### config.mk
export PLATFORM = sky130hd
export DESIGN_NAME = fir_tap_reader
export DESIGN_NICKNAME = d
export VERILOG_FILES = /design/src/rtl/fir_tap_reader.sv
export SDC_FILE = /design/constraint.sdc
export NUM_CORES = 1
export LEC_CHECK = 0
export CAP_MARGIN = 15
export CORE_AREA = 2 2 49 51
export CTS_CLUSTER_DIAMETER = 150
export DETAILED_ROUTE_END_ITERATION = 10
export DIE_AREA = 0 0 51 53
export PLACE_DENSITY = 0.66
export SLEW_MARGIN = 20
export SYNTH_ARGS = -nofsm -noshare
export SYNTH_HDL_FRONTEND = slang
export SYNTH_SLANG_ARGS = --single-unit
### constraint.sdc
create_clock -name clk -period 1.25 [get_ports clk]
set_input_delay 0.25 -clock clk [delete_from_list [all_inputs] [get_ports clk]]
set_output_delay 0.25 -clock clk [all_outputs]
set_load 0.005 [all_outputs]
### src/rtl/fir_tap_reader.sv
// Read-side sequencer for the FIR delay line: walks taps 0..SIZE-1
// and streams them to the MAC over a valid/ready handshake.
module fir_tap_reader #(
    parameter int SIZE   = 10,
    parameter int WIDTH  = 8,
    parameter int ADDR_W = 4
) (
    input  logic              clk,
    input  logic              rst,
    input  logic              start,
    output logic [ADDR_W-1:0] tap_addr,
    input  logic [WIDTH-1:0]  tap_data,
    output logic [WIDTH-1:0]  out_data,
    output logic              out_valid,
    input  logic              out_ready,
    output logic              out_last,
    output logic              busy,
    output logic              done
);

    localparam logic [0:0] IDLE = 1'b0;
    localparam logic [0:0] SEND = 1'b1;

    localparam logic [ADDR_W-1:0] LAST = ADDR_W'(SIZE - 1);

    logic [0:0]        state;
    logic [ADDR_W-1:0] idx;
    logic              hs;

    assign hs       = out_valid && out_ready;
    assign tap_addr = idx;
    assign busy     = (state != IDLE);

    always_ff @(posedge clk or posedge rst) begin
        if (rst) begin
            state     <= IDLE;
            idx       <= '0;
            out_data  <= '0;
            out_valid <= 1'b0;
            out_last  <= 1'b0;
            done      <= 1'b0;
        end else begin
            done <= 1'b0;
            case (state)
                IDLE: begin
                    if (start) begin
                        out_data  <= tap_data;
                        out_valid <= 1'b1;
                        out_last  <= (LAST == '0);
                        idx       <= (LAST == '0) ? '0 : ADDR_W'(1);
                        state     <= SEND;
                    end
                end
                SEND: begin
                    if (hs) begin
                        if (out_last) begin
                            out_valid <= 1'b0;
                            out_last  <= 1'b0;
                            done      <= 1'b1;
                            idx       <= '0;
                            state     <= IDLE;
                        end else begin
                            out_data <= tap_data;
                            out_last <= (idx == LAST);
                            // Saturate so tap_addr never leaves 0..SIZE-1
                            if (idx != LAST) begin
                                idx <= idx + ADDR_W'(1);
                            end
                        end
                    end
                end
                default: state <= IDLE;
            endcase
        end
    end

endmodule
==> results of run 1 <==
## power groups by stage
| stage | clock [mW] | combinational (mW) | sequential [mW] |
|---|---|---|---|
| 2_1_floorplan | 0 | 0.865 | 0.976 |
| 4_1_cts | 0.346 | 2.16 | 0.881 |
| 3_3_place_gp | 0 | 1.85 | 0.935 |
| 6_report | 0.329 | 2.17 | 0.890 |
| 3_5_place_dp | 0 | 1.88 | 0.936 |
| 5_1_grt | 0.374 | 2.33 | 0.923 |
## final timing paths
kind | start | to | slack, ns | cells after the start
max in group asynchronous | rst | busy | 0.76 | 3
hold reg to reg | out_data[2] | out_data[2] | 0.51 | 1
hold / removal | rst | tap_addr[0] | 0.28 | 3
setup / recovery | tap_addr[0] | tap_addr[1] | -0.20 | 5
setup reg to reg | tap_addr[0] | tap_addr[1] | -0.20 | 5
min in group clk | out_data[2] | out_data[2] | 0.51 | 1
## state kept, by name, summed over array words and instances, names as in the netlist
signal / cells
out_valid: 1
done: 1
out_last: 1
out_data: 8
busy: 1
tap_addr: 4
## area by class of cell
cell class                      count  area [sq um]  share of cell area (%)
Inverter                            3          11.3                   0.805
Timing Repair Buffer               54           488                    34.9
Clock buffer                        4          36.3                    2.59
Tap cell                           28          35.0                    2.50
Multi-Input combinational cell     39           427                    30.5
Sequential cell                    16           402                    28.7
## routing by layer
layer  share of wire, %  track usage, %
met1                 43            18.1
met2                 51            27.1
met3                4.6            2.26
met4                1.4            5.41
met5                  0               0
## cells by family after synthesis
group,share of synthesized area (%)
AOI/OAI and AO/OA,11.2
adders and majority gates,3.21
buffers and inverters,2.89
DFF,51.4
muxes,15.4
and+or+nand+nor,15.9
## placed cells by master (no fill, tap or decap), drive strengths merged
cell | synthesis | final
a2111oi | 1 | 1
clkdlybuf4s15 | 0 | 1
nor2 | 4 | 4
nand2b | 2 | 2
nand2 | 3 | 3
o22ai | 2 | 2
and3 | 2 | 2
o21ai | 2 | 2
dfrtp | 16 | 16
nand3 | 3 | 3
clkbuf | 0 | 4
clkdlybuf4s50 | 0 | 11
o31ai | 1 | 1
nor2b | 2 | 2
mux2 | 10 | 10
ha | 2 | 2
buf | 1 | 30
a211o | 1 | 1
nand3b | 1 | 1
nand4 | 1 | 1
nand4b | 1 | 1
inv | 3 | 3
dlygate4sd2 | 0 | 12
o2bb2ai | 1 | 1
## repair_timing
item / in CTS / in global routing
setup buffers: 12 / 1
resized for setup: 33 / 7
endpoints found under the setup margin: 29 / 16
pin swaps: 3 / 2
gates cloned: 0 / 0
## worst max-delay path, delay by kind of cell, from the launching register on
family	cells	cell delay, ns
and+or+nand+nor	1	0.19
AOI/OAI and AO/OA	1	0.23
DFF	1	0.35
buffers and inverters	1	0.12
adders and majority gates	1	0.12
muxes	1	0.32
==> insert_results.sql, run 1 <==
INSERT INTO impl_metrics (metric_group, metric, value, unit) VALUES
('run_status', 'run_status', 'finished, violations left', ''),
('run_status', 'failing_checks', 'negative setup slack', ''),
('sta', 'setup_repair_after_global_routing_missed_its_margin', 'yes', ''),
('detailed_routing', 'drt_pre_antenna_iters', '1', ''),
('cells_and_area', 'final_instance_count_excl_fillers', '144', ''),
('synth', 'synth-main-ff-cell', 'dfrtp_1', ''),
('hold_path', 'hold_path_class', 'in2async', ''),
('clock_tree', 'cts_root_buffer_type', 'clkbuf_4', ''),
('floorplanning', 'row_count', '17', ''),
('worst_setup_path', 'path_cells', 'buf_4, ha_4, nand4b_1, o22ai_4, mux2_4', ''),
('sta', 'hold_viol', '0', ''),
('cells_and_area', 'area_growth_syn_to_layout', '79.5', '%'),
('power_and_ir_drop', 'netsw', '1.09', 'mW'),
('floorplanning', 'io-pin-count', '28', ''),
('synth', 'postSynthCellCount', '59', ''),
('sta', 'drv_slew', '0', ''),
('synth', 'synthesis.area', '779', 'sq um'),
('cells_and_area', 'layout_nets', '131', ''),
('grt', 'grt_pass1_wl', '2.99', 'mm'),
('floorplanning', 'initial_core_util', '36.3', '%'),
('worst_setup_path', 'critical_path.startpoint_type', 'register', ''),
('detailed_routing', 'route.antenna.remaining_nets', '0', ''),
('power_and_ir_drop', 'power.share.combinational', '64.0', '%'),
('power_and_ir_drop', 'power_per_cell_area', '2420', 'nW/um^2'),
('sta', 'timing.clock.skew', '0.00624', 'ns'),
('worst_setup_path', 'timing.setup.critical_path_class', 'reg2reg', ''),
('placement', 'port-buffer-count', '27', ''),
('synth', 'synth_top_cells_by_area', 'dfrtp_1, mux2_2, mux2_4, nand2b_4, ha_1', ''),
('placement', 'dpl_cell_area', '1240', 'sq um'),
('sta', 'timing.final.ws_setup', '-0.196', 'ns'),
('placement', 'gp_routability_congestion', '0.805', ''),
('cells_and_area', 'postLayoutCoreUtil', '65.1', '%'),
('grt', 'globalRoute.totalOverflow', '0', ''),
('sta', 'timing.fmax', '0.692', 'GHz'),
('grt', 'grt_util_all_layers', '15.0', '%'),
('synth', 'postSynthNetCount', '73', ''),
('clock_tree', 'hold_buffers', '0', ''),
('detailed_routing', 'post_drt_wl_per_cell', '13.1', 'microns'),
('sta', 'finalWorstPathRequiredPeriod', '1.45', 'ns'),
('clock_tree', 'tritoncts_buffer_count', '3', ''),
('power_and_ir_drop', 'vdd_ir_drop_max', '1.18', 'mV'),
('power_and_ir_drop', 'netSwitchingFraction', '32.0', '%'),
('worst_setup_path', 'critical_path_required', '1.42', 'ns'),
('detailed_routing', 'detailedRoute.firstIterationViolations', '0', ''),
('clock_tree', 'ctsHtreeMaxLevel', '1', ''),
('cells_and_area', 'final_area', '1400', 'sq um'),
('clock_tree', 'clk_latency', '0.27', 'ns'),
('sta', 'timing.max_slew.rel_slack', '84.0', '%'),
('synth', 'post-synth-top-count-cell', 'dfrtp_1', ''),
('floorplanning', 'die-width', '51', 'microns'),
('synth', 'asyncSetResetFlopFracSynth', '100', '%'),
('synth', 'synth_largest_area_cell', 'dfrtp_1', ''),
('flow_run', 'max-cap-violations', '0', ''),
('worst_setup_path', 'worst_setup_path_end_kind', 'register', ''),
('worst_setup_path', 'slowest_stage', 'dfrtp_1', ''),
('cells_and_area', 'post_route_cells_drive_above_1_share', '48.3', '%'),
('cells_and_area', 'antenna_cells_inserted', '0', ''),
('sta', 'setup_violations', '12', ''),
('detailed_routing', 'route.detailed.vias_per_inst', '4.60', ''),
('synth', 'syn_avg_cell_area', '13.2', 'sq um'),
('worst_setup_path', 'critPathMaxStageDelay', '0.35', 'ns'),
('sta', 'final_min_period_over_clock_period', '116', '%'),
('synth', 'synth-edff-count', '0', ''),
('synth', 'netlist_top_cells_count', 'dfrtp_1, mux2_2, nor2_1', ''),
('synth', 'synth.top_cell.area_share', '51.4', '%'),
('synth', 'synth_seq_area_share', '51.4', '%'),
('detailed_routing', 'routed_wl', '1.89', 'mm'),
('synth', 'yosysWarnings', '0', ''),
('worst_setup_path', 'arrival', '1.62', 'ns'),
('detailed_routing', 'via_total_after_detailed_routing', '663', ''),
('power_and_ir_drop', 'power.sequential.fraction', '26.2', '%');
No activity file was read; power rests on OpenSTA's default activity.
==> inputs of run 2 (changes only) <==
==> constraint.sdc (replaced) <==
create_clock -name clk -period 1.25 [get_ports clk]
set_input_delay 0.25 -clock clk [delete_from_list [all_inputs] [get_ports clk]]
set_output_delay 0.25 -clock clk [all_outputs]
set_load 0.02 [all_outputs]
==> run 2 against run 1 <==
  * The run still ends with negative setup slack left
  * Utilization shrank 5.0 points
  * Setup slack gained 0.057 ns
  * Sequential share of layout area up 2.8 points
  * Clock power is 17% lower
  * Combinational power about the same
==> insert_results.sql, run 2 (same netlist as run 1, synthesis figures left out) <==
INSERT INTO impl_metrics (metric_group, metric, value, unit) VALUES
('worst_setup_path', 'regToRegStartpoint', 'busy', ''),
('cells_and_area', 'final_instance_count_excl_fillers', '136', ''),
('sta', 'timing.clock.skew', '0.0139', 'ns'),
('detailed_routing', 'route.detailed.vias_per_inst', '4.65', ''),
('detailed_routing', 'detailedRoute.firstIterationViolations', '3', ''),
('cells_and_area', 'mostFrequentLayoutCells', 'buf_4, dfrtp_1, clkdlybuf4s50_1, mux2_4, clkdlybuf4s15_1', ''),
('hold_path', 'hold_path_class', 'in2async', ''),
('worst_setup_path', 'r2r.worst_path.cells', '4', ''),
('placement', 'dpl_cell_area', '1240', 'sq um'),
('detailed_routing', 'post_drt_wl_per_cell', '12.7', 'microns'),
('cells_and_area', 'final_area', '1290', 'sq um'),
('floorplanning', 'initial_core_util', '36.3', '%'),
('worst_setup_path', 'critical_path.reg2reg.endpoint', 'tap_addr[0]', ''),
('floorplanning', 'die-width', '51', 'microns'),
('grt', 'globalRoute.totalOverflow', '0', ''),
('run_status', 'run_status', 'finished, violations left', ''),
('worst_setup_path', 'worst_setup_path_end_kind', 'register', ''),
('worst_setup_path', 'arrival', '1.55', 'ns'),
('flow_run', 'max-cap-violations', '0', ''),
('floorplanning', 'die_height', '53', 'microns'),
('grt', 'grt_antenna_before_repair', '0', ''),
('placement', 'port-buffer-count', '27', ''),
('sta', 'setup_violations', '14', ''),
('worst_setup_path', 'critical_path_required', '1.41', 'ns'),
('sta', 'setup_repair_after_global_routing_missed_its_margin', 'yes', ''),
('sta', 'hold_viol', '0', ''),
('clock_tree', 'cts_tree', 'yes', ''),
('floorplanning', 'placeableCoreArea', '2150', 'sq um'),
('clock_tree', 'cts-root-to-sink-buffers', '2', ''),
('worst_setup_path', 'critical_path.startpoint', 'busy', ''),
('power_and_ir_drop', 'vdd_ir_drop_max', '1.55', 'mV'),
('cells_and_area', 'post_route_cells_drive_above_1_share', '50.0', '%'),
('sta', 'final_min_period_over_clock_period', '111', '%'),
('cells_and_area', 'antenna_cells_inserted', '0', ''),
('cells_and_area', 'layout_nets', '123', ''),
('clock_tree', 'cts_root_buffer_type', 'clkbuf_4', ''),
('placement', 'place_hpwl', '1.26', 'mm'),
('placement', 'dp.cells', '127', ''),
('worst_setup_path', 'critical_path.startpoint_type', 'register', ''),
('sta', 'timing.final.ws_setup', '-0.139', 'ns'),
('sta', 'timing.fmax', '0.720', 'GHz'),
('clock_tree', 'tritoncts_buffer_count', '3', ''),
('floorplanning', 'floorplan.die_area', '2700', 'sq um'),
('detailed_routing', 'route.antenna.remaining_nets', '0', ''),
('detailed_routing', 'routed_wl', '1.73', 'mm'),
('run_status', 'failing_checks', 'negative setup slack', ''),
('clock_tree', 'clkSlewWorstSetupHoldPaths', '0.10', 'ns'),
('clock_tree', 'clk_latency', '0.28', 'ns'),
('detailed_routing', 'drc_errors', '0', ''),
('worst_setup_path', 'crit_path_max_fanout', '5', ''),
('cells_and_area', 'commonest_non_fill_non_tap_cell_in_the_layout', 'buf_4', ''),
('sta', 'finalWorstPathRequiredPeriod', '1.39', 'ns'),
('grt', 'grt_pass1_wl', '2.90', 'mm'),
('cells_and_area', 'flip_flop_count_of_the_largest_register_after_layout', '8', ''),
('sta', 'tightest_slew', '0.262', 'ns'),
('grt', 'largest_net_degree_at_the_start_of_global_routing', '17', ''),
('worst_setup_path', 'timing.setup.critical_path_class', 'reg2reg', ''),
('clock_tree', 'clock_sinks', '16', ''),
('worst_setup_path', 'r2r_slack', '-0.14', 'ns'),
('detailed_routing', 'drt_pre_antenna_iters', '3', ''),
('floorplanning', 'io-pin-count', '28', ''),
('clock_tree', 'ctsHtreeMaxLevel', '1', ''),
('cells_and_area', 'largest-register', 'out_data', ''),
('grt', 'grt_pass1_vias', '624', ''),
('sta', 'drv_slew', '0', ''),
('detailed_routing', 'via_total_after_detailed_routing', '632', ''),
('cells_and_area', 'area_growth_syn_to_layout', '65.7', '%'),
('cells_and_area', 'fill_cells', '194', ''),
('power_and_ir_drop', 'power.leakage', '0.604', 'nW'),
('worst_setup_path', 'cp-endpoint', 'tap_addr[0]', ''),
('placement', 'gp_routability_congestion', '0.749', ''),
('power_and_ir_drop', 'power_per_cell_area', '2610', 'nW/um^2'),
('sta', 'timing.max_slew.rel_slack', '82.5', '%'),
('floorplanning', 'row_count', '17', ''),
('grt', 'grt_util_all_layers', '14.4', '%');
run 2: cell types whose count changed in the layout (fill, tap and decap cells not counted), moves of 2 or more:
cell | before | now
clkbuf_2 | 0 | 2
dlygate4sd2_1 | 12 | 2
clkdlybuf4s15_1 | 1 | 7
buf_4 | 23 | 16
dfrtp_2 | 1 | 5
buf_2 | 1 | 4
dfrtp_1 | 15 | 11
run 2: layout make-up:
type	count	area, sq um	share of cell area (%)
inverters	3	11.3	0.872
repair buffers	46	402	31.1
clock buffers	4	26.3	2.03
well taps	28	35.0	2.71
multi-input cells	39	410	31.8
flip-flops and latches	16	407	31.5
run 2: where the power goes:
group	total [mW]	internal [mW]	switching (mW)
combinational	2.14	1.20	0.943
sequential	0.950	0.772	0.178
clock	0.272	0.123	0.149
total	3.37	2.10	1.27
run 2: worst min-delay path by stage:
stage	slack [ns]	cells past startpoint	to
floorplan	0.16	1	done
CTS	0.28	3	out_data[2]
detailed placement	0.49	1	out_data[4]
global route	0.29	3	out_data[6]
finish	0.27	3	out_data[6]
global placement	0.49	1	out_data[6]
run 2: routing by layer:
layer  wire [microns]  GRT usage (%)  up-vias
met5                0              0        -
met4                0           5.41        0
met3              123           3.11        0
met2              762           20.3       24
met1              839           21.3      298
li1                 -              -      310
run 2: repair_timing:
item / in CTS / in global routing
hold buffers: 0 / 0
endpoints found under the hold margin: 0 / 0
pin swaps: 2 / 2
endpoints found under the setup margin: 27 / 25
resized for setup: 36 / 14
cloned: 1 / 0
buffers inserted: 4 / 1
run 2: through the flow:
step | hold slack, ns | util [%] | setup TNS [ns] | worst slack (ns) | power (mW)
global placement | 0.492 | 57.6 | -4.67 | -0.379 | 3.07
floorplan | 0.163 | - | -1.31 | -0.155 | 2.16
CTS | 0.279 | 59.5 | -1.47 | -0.166 | 3.35
global route | 0.285 | 60.1 | -1.96 | -0.173 | 3.61
detailed placement | 0.492 | 57.6 | -4.82 | -0.414 | 3.09
finish | 0.275 | 60.1 | -1.32 | -0.139 | 3.37
run 2: critical path, cell delays in order (launching register included):
cell and delay (ns):
dfrtp_2 0.44, buf_6 0.14, and3_4 0.18, o22ai_4 0.19, mux2_4 0.32
==> RTL change: new RTL, settings of run 2 <==
`WIDTH`: 8 -> 6.
--- a/src/rtl/fir_tap_reader.sv
+++ b/src/rtl/fir_tap_reader.sv
@@ -2,7 +2,7 @@
 // and streams them to the MAC over a valid/ready handshake.
 module fir_tap_reader #(
     parameter int SIZE   = 10,
-    parameter int WIDTH  = 8,
+    parameter int WIDTH  = 6,
     parameter int ADDR_W = 4
 ) (
     input  logic              clk,
Interface: changed (resized out_data and tap_data); port bits go from 28 to 24. No check against the original RTL was run, so the function may have changed too.
==> RTL change against run 2 <==
The flow still finishes with violations (setup timing). Sequential cell count shrank 2. Critical path type unchanged. Wire length shrank 5.0%. Area after synthesis shrank 16%. Power shrank 7.4%. Sequential share of layout area shrank 1.0 points. Critical endpoint is now tap_addr[1]. First-iteration DRC count shrank 100%. Sequential power shrank 13%. Worst setup slack lost 0.044 ns. Die area is the same. Final cell count shrank 8.8%. Design area shrank 9.4%.
==> RTL change: results (changes against run 2) <==
Post-place instance area - 1040 µm² (was 1240 µm²)
Post-synth cell types - 23 (was 25)
Final worst setup slack - -0.183 ns (was -0.139 ns)
Resized cells post-CTS - 40 (was 36)
M1 WL - 707 µm (was 839 µm)
Grt met3 use - 2.54% (was 3.11%)
Critical path arrival - 1.60 ns (was 1.55 ns)
Slew margin rel. - 85.0% (was 82.5%)
Failing checks - setup timing (unchanged)
VDD IR max - 1090 µV (was 1550 µV)
Routed WL - 1640 µm (was 1730 µm)
Share of post-route cells with drive strength above 1 - 56.3% (was 50.0%)
FF-to-FF path depth - 5 (was 4)
I/O Buffers - 23 (was 27)
Layout Nets - 109 (was 123)
Outcome - finished, violations left (unchanged)
Met2 GRT Util - 22.9% (was 20.3%)
Crit-path max FO - 4 (was 5)
Fin Setup TNS - -1.07 ns (was -1.32 ns)
Setup Viol. Count Final - 11 (was 14)
Top sig layer - met4 (was met3)
Dpl hpwl - 1090 µm (was 1260 µm)
Drt initial violations - 0 (was 3)
Most instantiated cells after synthesis - dfrtp_1 (14), mux2_2 (8), nor2_1 (6) (was dfrtp_1 (16), mux2_2 (8), nor2_1 (4))
Vias per cell - 4.56 (was 4.65)
==> RTL change: where the power goes <==
| part | switching [W] | internal [W] | leakage, nW | total (W) |
|---|---|---|---|---|
| logic | 0.000855 | 0.00111 | 0.377 | 0.00196 |
| registers | 0.000155 | 0.000673 | 0.159 | 0.000828 |
| clock network | 0.000150 | 0.000177 | 0.0210 | 0.000327 |
==> RTL change: kinds of logic (layout without fill, tap and decap cells) <==
family	count (synthesis)	in the layout	synth area share, %
flip-flops	14	14	53.6
buffers and inverters	3	48	1.72
multiplexers	9	9	15.5
adder cells (fa/ha/maj)	2	2	3.83
AND/OR/NAND/NOR	17	17	16.1
AO/OA/AOI/OAI	6	6	9.20
==> RTL change: area by class of cell <==
class                   instances  area (µm²)  share of cell area [%]
inverters                       3        11.3                   0.963
repair buffers                 41         359                    30.7
flip-flops and latches         14         357                    30.5
clock buffers                   4        36.3                    3.10
multi-input cells              34         372                    31.8
well taps                      28        35.0                    2.99
